==> config.mk <==
export PLATFORM = sky130hd
export DESIGN_NAME = alu_op_sequencer_flat
export DESIGN_NICKNAME = d
export VERILOG_FILES = /design/src/rtl/alu_pkg.sv /design/src/rtl/alu_op_sequencer_if.sv /design/src/rtl/op_decode.sv /design/src/rtl/alu_op_sequencer.sv /design/src/flat_wrapper.sv
export SDC_FILE = /design/constraint.sdc
export NUM_CORES = 1
export LEC_CHECK = 0
export ABC_AREA = 1
export CAP_MARGIN = 40
export CORE_UTILIZATION = 46
export DETAILED_ROUTE_END_ITERATION = 8
export GPL_ROUTABILITY_DRIVEN = 1
export PLACE_DENSITY = 0.86
export SLEW_MARGIN = 10
export SYNTH_ARGS = -nofsm -noshare
export SYNTH_HDL_FRONTEND = slang
export SYNTH_SLANG_ARGS = --single-unit
==> constraint.sdc <==
create_clock -name clk -period 2 [get_ports clk]
set_clock_uncertainty 0.05 [all_clocks]
set_input_delay 0.2 -clock clk [delete_from_list [all_inputs] [get_ports clk]]
set_output_delay 0.2 -clock clk [all_outputs]
set_load 0.1 [all_outputs]
==> src/rtl/alu_pkg.sv <==
// Shared constants for the ALU command path: opcodes, one-hot result-mux selects
// and the sequencer FSM state type.
package alu_pkg;

  localparam int DATA_W = 16;
  localparam int SEL_W  = 12;
  localparam int OP_W   = 4;
  localparam int CNT_W  = 4;

  localparam logic [OP_W-1:0] OP_AND     = 4'd0;
  localparam logic [OP_W-1:0] OP_OR      = 4'd1;
  localparam logic [OP_W-1:0] OP_NOT     = 4'd2;
  localparam logic [OP_W-1:0] OP_XOR     = 4'd3;
  localparam logic [OP_W-1:0] OP_NAND    = 4'd4;
  localparam logic [OP_W-1:0] OP_NOR     = 4'd5;
  localparam logic [OP_W-1:0] OP_XNOR    = 4'd6;
  localparam logic [OP_W-1:0] OP_ADD     = 4'd7;
  localparam logic [OP_W-1:0] OP_SUB     = 4'd8;
  localparam logic [OP_W-1:0] OP_SHRIGHT = 4'd9;
  localparam logic [OP_W-1:0] OP_SHLEFT  = 4'd10;
  localparam logic [OP_W-1:0] OP_CLEAR   = 4'd11;

  // Result-mux select lines; bit position equals the opcode value.
  localparam logic [SEL_W-1:0] SEL_AND     = 12'h001;
  localparam logic [SEL_W-1:0] SEL_OR      = 12'h002;
  localparam logic [SEL_W-1:0] SEL_NOT     = 12'h004;
  localparam logic [SEL_W-1:0] SEL_XOR     = 12'h008;
  localparam logic [SEL_W-1:0] SEL_NAND    = 12'h010;
  localparam logic [SEL_W-1:0] SEL_NOR     = 12'h020;
  localparam logic [SEL_W-1:0] SEL_XNOR    = 12'h040;
  localparam logic [SEL_W-1:0] SEL_ADD     = 12'h080;
  localparam logic [SEL_W-1:0] SEL_SUB     = 12'h100;
  localparam logic [SEL_W-1:0] SEL_SHRIGHT = 12'h200;
  localparam logic [SEL_W-1:0] SEL_SHLEFT  = 12'h400;
  localparam logic [SEL_W-1:0] SEL_CLEAR   = 12'h800;

  typedef enum logic [1:0] {
    ST_IDLE = 2'd0,
    ST_EXEC = 2'd1,
    ST_RESP = 2'd2
  } state_t;

endpackage

==> src/rtl/alu_op_sequencer_if.sv <==
// Command, datapath and response signals between the instruction source,
// the sequencer and the ALU result mux.
interface alu_op_sequencer_if;
  import alu_pkg::*;

  logic              cmd_valid;
  logic              cmd_ready;
  logic [OP_W-1:0]   cmd_op;
  logic [DATA_W-1:0] cmd_a;
  logic [DATA_W-1:0] cmd_b;
  logic              cmd_use_acc;

  logic [SEL_W-1:0]  sel;
  logic [DATA_W-1:0] op_a;
  logic [DATA_W-1:0] op_b;
  logic              sub_mode;
  logic [DATA_W-1:0] mux_res;

  logic              rsp_valid;
  logic              rsp_ready;
  logic [DATA_W-1:0] rsp_data;
  logic              rsp_err;
  logic [DATA_W-1:0] acc;

  // master: instruction source plus datapath model; slave: the sequencer.
  modport master (
    output cmd_valid, cmd_op, cmd_a, cmd_b, cmd_use_acc, rsp_ready, mux_res,
    input  cmd_ready, sel, op_a, op_b, sub_mode, rsp_valid, rsp_data, rsp_err, acc
  );

  modport slave (
    input  cmd_valid, cmd_op, cmd_a, cmd_b, cmd_use_acc, rsp_ready, mux_res,
    output cmd_ready, sel, op_a, op_b, sub_mode, rsp_valid, rsp_data, rsp_err, acc
  );

endinterface

==> src/rtl/op_decode.sv <==
// Combinational opcode expansion into the one-hot result-mux select,
// the add/sub control and an illegal-opcode flag.
module op_decode
  import alu_pkg::*;
(
  input  logic [OP_W-1:0]  op,
  output logic [SEL_W-1:0] sel,
  output logic             sub_mode,
  output logic             illegal
);

  always_comb begin
    sel      = '0;
    sub_mode = 1'b0;
    illegal  = 1'b0;
    case (op)
      OP_AND:     sel = SEL_AND;
      OP_OR:      sel = SEL_OR;
      OP_NOT:     sel = SEL_NOT;
      OP_XOR:     sel = SEL_XOR;
      OP_NAND:    sel = SEL_NAND;
      OP_NOR:     sel = SEL_NOR;
      OP_XNOR:    sel = SEL_XNOR;
      OP_ADD:     sel = SEL_ADD;
      OP_SUB: begin
        sel      = SEL_SUB;
        sub_mode = 1'b1;
      end
      OP_SHRIGHT: sel = SEL_SHRIGHT;
      OP_SHLEFT:  sel = SEL_SHLEFT;
      OP_CLEAR:   sel = SEL_CLEAR;
      default:    illegal = 1'b1;
    endcase
  end

endmodule

==> src/rtl/alu_op_sequencer.sv <==
// Accepts an opcode and operands, drives the result-mux select for EXEC_CYCLES
// cycles, captures the mux output into the accumulator and returns it.
module alu_op_sequencer
  import alu_pkg::*;
#(
  parameter int EXEC_CYCLES = 1
) (
  input  logic clk,
  input  logic rst,
  alu_op_sequencer_if.slave bus
);

  localparam logic [CNT_W-1:0] LAST_CNT = CNT_W'(EXEC_CYCLES - 1);

  state_t            state_q;
  logic [CNT_W-1:0]  cnt_q;
  logic [OP_W-1:0]   op_code_q;
  logic [DATA_W-1:0] op_a_q;
  logic [DATA_W-1:0] op_b_q;
  logic [DATA_W-1:0] acc_q;
  logic [DATA_W-1:0] rsp_data_q;
  logic              rsp_err_q;

  logic [OP_W-1:0]   dec_op;
  logic [SEL_W-1:0]  dec_sel;
  logic              dec_sub;
  logic              dec_ill;
  logic              accept;
  logic [DATA_W-1:0] cap_val;

  // One decoder serves both phases: it checks the incoming opcode while idle
  // and expands the latched opcode while executing.
  assign dec_op = (state_q == ST_IDLE) ? bus.cmd_op : op_code_q;

  op_decode u_op_decode (
    .op       (dec_op),
    .sel      (dec_sel),
    .sub_mode (dec_sub),
    .illegal  (dec_ill)
  );

  assign bus.cmd_ready = (state_q == ST_IDLE) && !rst;
  assign accept        = bus.cmd_valid && bus.cmd_ready;
  assign cap_val       = (op_code_q == OP_CLEAR) ? '0 : bus.mux_res;

  always_ff @(posedge clk) begin
    if (rst) begin
      state_q    <= ST_IDLE;
      cnt_q      <= '0;
      op_code_q  <= '0;
      op_a_q     <= '0;
      op_b_q     <= '0;
      acc_q      <= '0;
      rsp_data_q <= '0;
      rsp_err_q  <= 1'b0;
    end else begin
      case (state_q)
        ST_IDLE: begin
          if (accept) begin
            op_code_q <= bus.cmd_op;
            op_a_q    <= bus.cmd_use_acc ? acc_q : bus.cmd_a;
            op_b_q    <= bus.cmd_b;
            cnt_q     <= '0;
            if (dec_ill) begin
              rsp_data_q <= '0;
              rsp_err_q  <= 1'b1;
              state_q    <= ST_RESP;
            end else begin
              state_q <= ST_EXEC;
            end
          end
        end
        ST_EXEC: begin
          cnt_q <= cnt_q + CNT_W'(1);
          if (cnt_q == LAST_CNT) begin
            rsp_data_q <= cap_val;
            acc_q      <= cap_val;
            rsp_err_q  <= 1'b0;
            state_q    <= ST_RESP;
          end
        end
        ST_RESP: begin
          if (bus.rsp_ready) state_q <= ST_IDLE;
        end
        default: state_q <= ST_IDLE;
      endcase
    end
  end

  assign bus.sel       = (state_q == ST_EXEC) ? dec_sel : '0;
  assign bus.sub_mode  = (state_q == ST_EXEC) && dec_sub;
  assign bus.op_a      = op_a_q;
  assign bus.op_b      = op_b_q;
  assign bus.acc       = acc_q;
  assign bus.rsp_valid = (state_q == ST_RESP);
  assign bus.rsp_data  = rsp_data_q;
  assign bus.rsp_err   = rsp_err_q;

endmodule

==> src/flat_wrapper.sv <==
// flat-port wrapper written by rule: the top's interface ports become plain ports
module alu_op_sequencer_flat import alu_pkg::*;
#(
  parameter int EXEC_CYCLES = 1
)
  (clk, rst, bus_cmd_valid, bus_cmd_op, bus_cmd_a, bus_cmd_b, bus_cmd_use_acc, bus_rsp_ready, bus_mux_res, bus_cmd_ready, bus_sel, bus_op_a, bus_op_b, bus_sub_mode, bus_rsp_valid, bus_rsp_data, bus_rsp_err, bus_acc);
  alu_op_sequencer_if bus_i ();
  input  logic clk;
  input  logic rst;
  input wire logic [$bits(bus_i.cmd_valid)-1:0] bus_cmd_valid;
  input wire logic [$bits(bus_i.cmd_op)-1:0] bus_cmd_op;
  input wire logic [$bits(bus_i.cmd_a)-1:0] bus_cmd_a;
  input wire logic [$bits(bus_i.cmd_b)-1:0] bus_cmd_b;
  input wire logic [$bits(bus_i.cmd_use_acc)-1:0] bus_cmd_use_acc;
  input wire logic [$bits(bus_i.rsp_ready)-1:0] bus_rsp_ready;
  input wire logic [$bits(bus_i.mux_res)-1:0] bus_mux_res;
  output wire logic [$bits(bus_i.cmd_ready)-1:0] bus_cmd_ready;
  output wire logic [$bits(bus_i.sel)-1:0] bus_sel;
  output wire logic [$bits(bus_i.op_a)-1:0] bus_op_a;
  output wire logic [$bits(bus_i.op_b)-1:0] bus_op_b;
  output wire logic [$bits(bus_i.sub_mode)-1:0] bus_sub_mode;
  output wire logic [$bits(bus_i.rsp_valid)-1:0] bus_rsp_valid;
  output wire logic [$bits(bus_i.rsp_data)-1:0] bus_rsp_data;
  output wire logic [$bits(bus_i.rsp_err)-1:0] bus_rsp_err;
  output wire logic [$bits(bus_i.acc)-1:0] bus_acc;
  assign bus_i.cmd_valid = bus_cmd_valid;
  assign bus_i.cmd_op = bus_cmd_op;
  assign bus_i.cmd_a = bus_cmd_a;
  assign bus_i.cmd_b = bus_cmd_b;
  assign bus_i.cmd_use_acc = bus_cmd_use_acc;
  assign bus_i.rsp_ready = bus_rsp_ready;
  assign bus_i.mux_res = bus_mux_res;
  assign bus_cmd_ready = bus_i.cmd_ready;
  assign bus_sel = bus_i.sel;
  assign bus_op_a = bus_i.op_a;
  assign bus_op_b = bus_i.op_b;
  assign bus_sub_mode = bus_i.sub_mode;
  assign bus_rsp_valid = bus_i.rsp_valid;
  assign bus_rsp_data = bus_i.rsp_data;
  assign bus_rsp_err = bus_i.rsp_err;
  assign bus_acc = bus_i.acc;
  alu_op_sequencer #(.EXEC_CYCLES(EXEC_CYCLES)) u_core (.clk(clk), .rst(rst), .bus(bus_i));
endmodule
Yosys cells after proc, flatten, opt, wreduce, memory -nomap -nowiden

Cells that the tools add are included.
W data, S select, Z words.

Register bits: 75
Word-level logic and storage cells: 62
Input port bits: 57
Output and inout bits: 80

Equality and inequality tests: 18
Reductions and logical operators: 14
Add/subtract/negate cells: 1
Multiplexer cells: 21

Operator list:

| kind                  | count |
|---|---|
| $pmux W12 S12         | 1 |
| $mux W16              | 5 |
| $pmux W16 S2          | 1 |
| $eq A4 B4 Y1 const B  | 5 |
| $eq A4 B3 Y1 const B  | 4 |
| $mux W12              | 1 |
| $reduce_or A12 Y1     | 1 |
| $eq A4 B2 Y1 const B  | 2 |
| $logic_not A4 Y1      | 2 |
| $mux W2               | 4 |
| $mux W4               | 2 |
| $pmux W4 S2           | 1 |
| $pmux W2 S3           | 1 |
| $reduce_and A2 Y1     | 3 |
| $add A4 B1 Y4 const B | 1 |
| $eq A4 B1 Y1 const B  | 1 |
| $mux W1               | 4 |
| $ne A2 B1 Y1 const B  | 2 |
| $ne A2 B2 Y1 const B  | 2 |
| $reduce_and A4 Y1     | 1 |
| $logic_and A1 B1 Y1   | 3 |
| $reduce_and A3 Y1     | 1 |
| $eq A2 B1 Y1 const B  | 1 |
| $eq A2 B2 Y1 const B  | 1 |
| 4 further kinds       | 4 |

Logic depth before layout (Yosys ltp)

Depth after elaboration: 7
Gate-level depth with buffers: 9
Depth with buffers taken out: 9

Cells and area by module

A second synthesis with hierarchy kept.

Cells, all modules: 455
Area total of the unflattened synthesis: 3164.3 sq um

Modules (own cells, without submodules):

| module           | cells each | area each (sq um) | instances |
|---|---|---|---|
| alu_op_sequencer | 429        | 3059.2            | 1 |
| op_decode        | 26         | 105.1             | 1 |

Worst setup path after synthesis

Ideal clock, no wire load.

Path kind: reg2out
Start: register u_core.state_q[0]
End: output bus_sel[4]
Data arrival time: 2.193 ns
Slack: -0.443 ns
Stages on the path, launching flop included: 7
Cells stage by stage: dfxtp_1 nor2_4 inv_1 nor2_1 a21oi_1 nand2_1 nor2_1

Longest elaborated chain between the ends: 5
Elaborated cells on any way between the ends: 17
Those cells by class: eq/ne: 12; mux: 3; reduce/logical: 2

Ends and longest elaborated chain:

| item                                 | RTL line               | text |
|---|---|---|
| start: declaration                   | alu_op_sequencer.sv:15 | `state_t state_q;` |
| start signal: assignment             | alu_op_sequencer.sv:48 | `state_q <= ST_IDLE;` |
| start signal: assignment             | alu_op_sequencer.sv:67 | `state_q <= ST_RESP;` |
| start signal: assignment             | alu_op_sequencer.sv:69 | `state_q <= ST_EXEC;` |
| $logic_not A2 Y1                     | alu_op_sequencer.sv:33 | `assign dec_op = (state_q == ST_IDLE) ? bus.cmd_op : op_code_q;` |
| $mux W4                              | alu_op_sequencer.sv:33 |  |
| $eq A4 B4 Y1 (tied with other cells) | op_decode.sv:16        | `case (op)` |
| $pmux W12 S12                        | op_decode.sv:16        |  |
| $mux W12 (*)                         | alu_op_sequencer.sv:90 | `assign bus.sel = (state_q == ST_EXEC) ? dec_sel : '0;` |
| end: declaration                     | flat_wrapper.sv:18     | `output wire logic [$bits(bus_i.sel)-1:0] bus_sel;` |

Every way passes the cells marked *; elsewhere a longest branch is shown, timed or not.

Worst setup path after layout

Start: register u_core.state_q[1]
End: output bus_sel[11]

Same word-level chain as after synthesis.

==> impl_metrics.csv <==
group,metric,value,unit
logic_synthesis,synth_nets,484,
setup_path,worst-path-max-fanout,4,
grt,overflow,0,
logic_synthesis,ys_seq_area_frac,0.470,
timing,timing.final.ws_setup,0.0412,ns
route,wirelength,9.91,mm
finish,syn2layout_area_growth,55.7,%
route,antenna_left,0,
grt,grt_max_degree,55,
placed_design,dpl_worst_slack,0.132,ns
route,post-route-drc-count,0,
setup_path,critPathLaunchType,"flop",
floorplanning,initial_core_util,0.489,
setup_path,cp-end-kind,"primary output",
grt,grt_pass1_wl,14.9,mm
placed_design,globalplace.congestion,0.835,
timing,holdWs,0.347,ns
floorplanning,die_w,85.3,um
timing,maxSlewHeadroom,0.517,
logic_synthesis,synth_warnings,0,
power,p_leak,2.27,nW
grt,use_met3,0.0399,
floorplanning,rows,29,
route,initialDrtViolationCount,172,
floorplanning,io_pins,137,
logic_synthesis,synth_largest_area_cell,"dfxtp_1",
logic_synthesis,yosys-top-cells-area,"dfxtp_1 47%, nand2_1 10%, nor2_1 9.5%",
floorplanning,dieArea,7280,um2
route,via_count,3291,
grt,grt_pass1_vias,3125,
outcome,outcome,"finished clean",
setup_path,r2r-end,"u_core.bus.rsp_data[2]$_SDFFE_PP0P_",
setup_path,crit_required,1.75,ns
logic_synthesis,syn_area,3190,um2
logic_synthesis,synth_top_area_frac,0.470,
finish,final_core_util,0.761,
finish,nets,616,
cts,clkTransAtPathRegs,0.08,ns
worst_hold_path,hp-class,"in -> reg",
logic_synthesis,synth-seq-cells,75,
finish,num_antenna_cells,0,
grt,busiest_layer,"met2",
floorplanning,core,6530,um2
cts,cts.sinks,75,
route,avgRoutedWirePerCell,15.6,um
route,viasPerCell,5.17,
placed_design,dpl.hpwl,6.76,mm
cts,htree_levels,3,
timing,max_freq,511,MHz
cts,cts_root_buf,"clkbuf_8",
grt,grt_util_met2,0.455,
finish,drive_gt1_frac,0.250,
timing,post-route-period-util,0.979,
cts,insertion_delay,0.34,ns
power,vdd.ir_drop.worst,0.798,mV
setup_path,crit_start,"u_core.state_q[1]$_SDFFE_PP0P_",
logic_synthesis,avgSynthCellArea,7.51,um2
cts,cts_tree,"done",
finish,nFillCells,467,
cts,cts_buffers,9,
logic_synthesis,synth_cells,425,
placed_design,placed_area,4580,um2
timing,finalHoldViolCount,0,
timing,setup_viol,0,
setup_path,arrival,1.71,ns
cts,cts.path.max_buffers,2,
setup_path,rr_worst_depth,5,
setup_path,cp-endpoint,"bus_sel[11]",
placed_design,numPortBuffers,136,
floorplanning,die_h,85.3,um
timing,period_minus_slack,1.96,ns
timing,tns,0,ns
finish,final_cell_area,4970,um2
grt,grt_usage,0.263,
setup_path,r2r_slack,0.27,ns
timing,tightest_slew,0.723,ns
setup_path,criticalPathCategory,"reg -> out",
power,power_density,1010,nW/um2
setup_path,reg2reg_from,"u_core.op_code_q[0]$_SDFFE_PP0P_",
grt,grt_antenna_before_repair,0,
route,drt_pass1_iterations,4,
flow_run,drv_cap,0,
timing,drv_slew,0,
grt,use_met1,0.325,
logic_synthesis,ys_types,24,
[worst max-delay path, cell delays in order, from the launching register on]
cell and delay [ns]:
dfxtp_1 0.35, inv_1 0.17, nand4_1 0.39, nor2_4 0.26, buf_12 0.19
[stage by stage]
stage,std cells,total power [mW]
after floorplan,425,3.15
after global placement,621,3.58
after detailed placement,621,3.61
after CTS,635,4.97
after global routing,637,5.21
final,637,5.03
[what timing repair did]
action	in CTS	in global routing
buffers inserted	0	2
resized for setup	17	25
setup endpoints to repair	13	13
hold endpoints to repair	0	0
hold buffers	0	0
pin swaps	1	5
[routing by layer]
metal  share of wire  vias up
li1                -     1639
met1            0.41     1492
met4           0.028        0
met3           0.061       26
met2            0.50      134
met5               0        -
[power by group]
part / switching [mW] / internal (mW)
clock: 0.541 / 0.815
sequential: 0.104 / 1.64
combinational: 1.46 / 0.467
total: 2.11 / 2.92
[synth_stat cells]
library cell	instances
nor2_4	2
o21ai_0	23
buf_1	3
inv_2	4
clkbuf_1	10
buf_4	1
nand3_1	33
a211oi_1	12
mux2i_1	16
nand4_1	3
nand2_4	2
nor2_1	81
nor3_1	1
nor3b_1	1
buf_2	7
a21oi_1	28
dfxtp_1	75
nand3_4	2
ha_1	2
o21ai_1	1
nand2_2	1
nand2_1	87
inv_1	27
buf_6	3
[final cells by class]
| type | count | area [um2] | share of cell area |
|---|---|---|---|
| tap | 77 | 96.3 | 0.0194 |
| multi-input combinational | 295 | 1590 | 0.320 |
| clock inverter | 5 | 104 | 0.0209 |
| timing repair buffer | 145 | 1430 | 0.288 |
| sequential | 75 | 1500 | 0.302 |
| inverter | 31 | 121 | 0.0244 |
| clock buffer | 9 | 124 | 0.0249 |
[logic make-up after synthesis]
kind of cell	count (synthesis)	synth area share
DFF	75	0.470
muxes	16	0.0502
AOI/OAI and AO/OA	64	0.110
and+or+nand+nor	213	0.286
buffers and inverters	55	0.0757
adders and majority gates	2	0.00784
[flip-flops by register name (all words and copies together) (netlist names)]
signal,cells
u_core.state_q,2
u_core.cnt_q,4
u_core.op_code_q,4
u_core.bus.rsp_err,1
u_core.bus.acc,16
u_core.bus.op_a,16
u_core.bus.rsp_data,16
u_core.bus.op_b,16
[placed cells by master, fill, tap and decap left out, drive strengths merged]
master and instances:
nand2 90, buf 89, nor2 83, dfxtp 75
clkdlybuf4s50 56, nand3 35, inv 31, a21oi 28
o21ai 24, mux2i 16, a211oi 12, clkbuf 9
nand4 3, bufinv 3, ha 2, clkinv 2
nor3b 1, nor3 1
[worst min path at each step]
stage / from / endpoint / cells past startpoint
finish: bus_cmd_b[15] / u_core.bus.op_b[15]$_SDFFE_PP0P_ / 3
global route: bus_cmd_b[2] / u_core.bus.op_b[2]$_SDFFE_PP0P_ / 3
CTS: bus_cmd_b[15] / u_core.bus.op_b[15]$_SDFFE_PP0P_ / 3
detailed placement: u_core.bus.op_b[5]$_SDFFE_PP0P_ / u_core.bus.op_b[5]$_SDFFE_PP0P_ / 2
global placement: u_core.bus.op_b[11]$_SDFFE_PP0P_ / u_core.bus.op_b[11]$_SDFFE_PP0P_ / 2
floorplan: rst / u_core.bus.acc[15]$_SDFFE_PP0P_ / 1
Power figures use the tool's default switching activity.
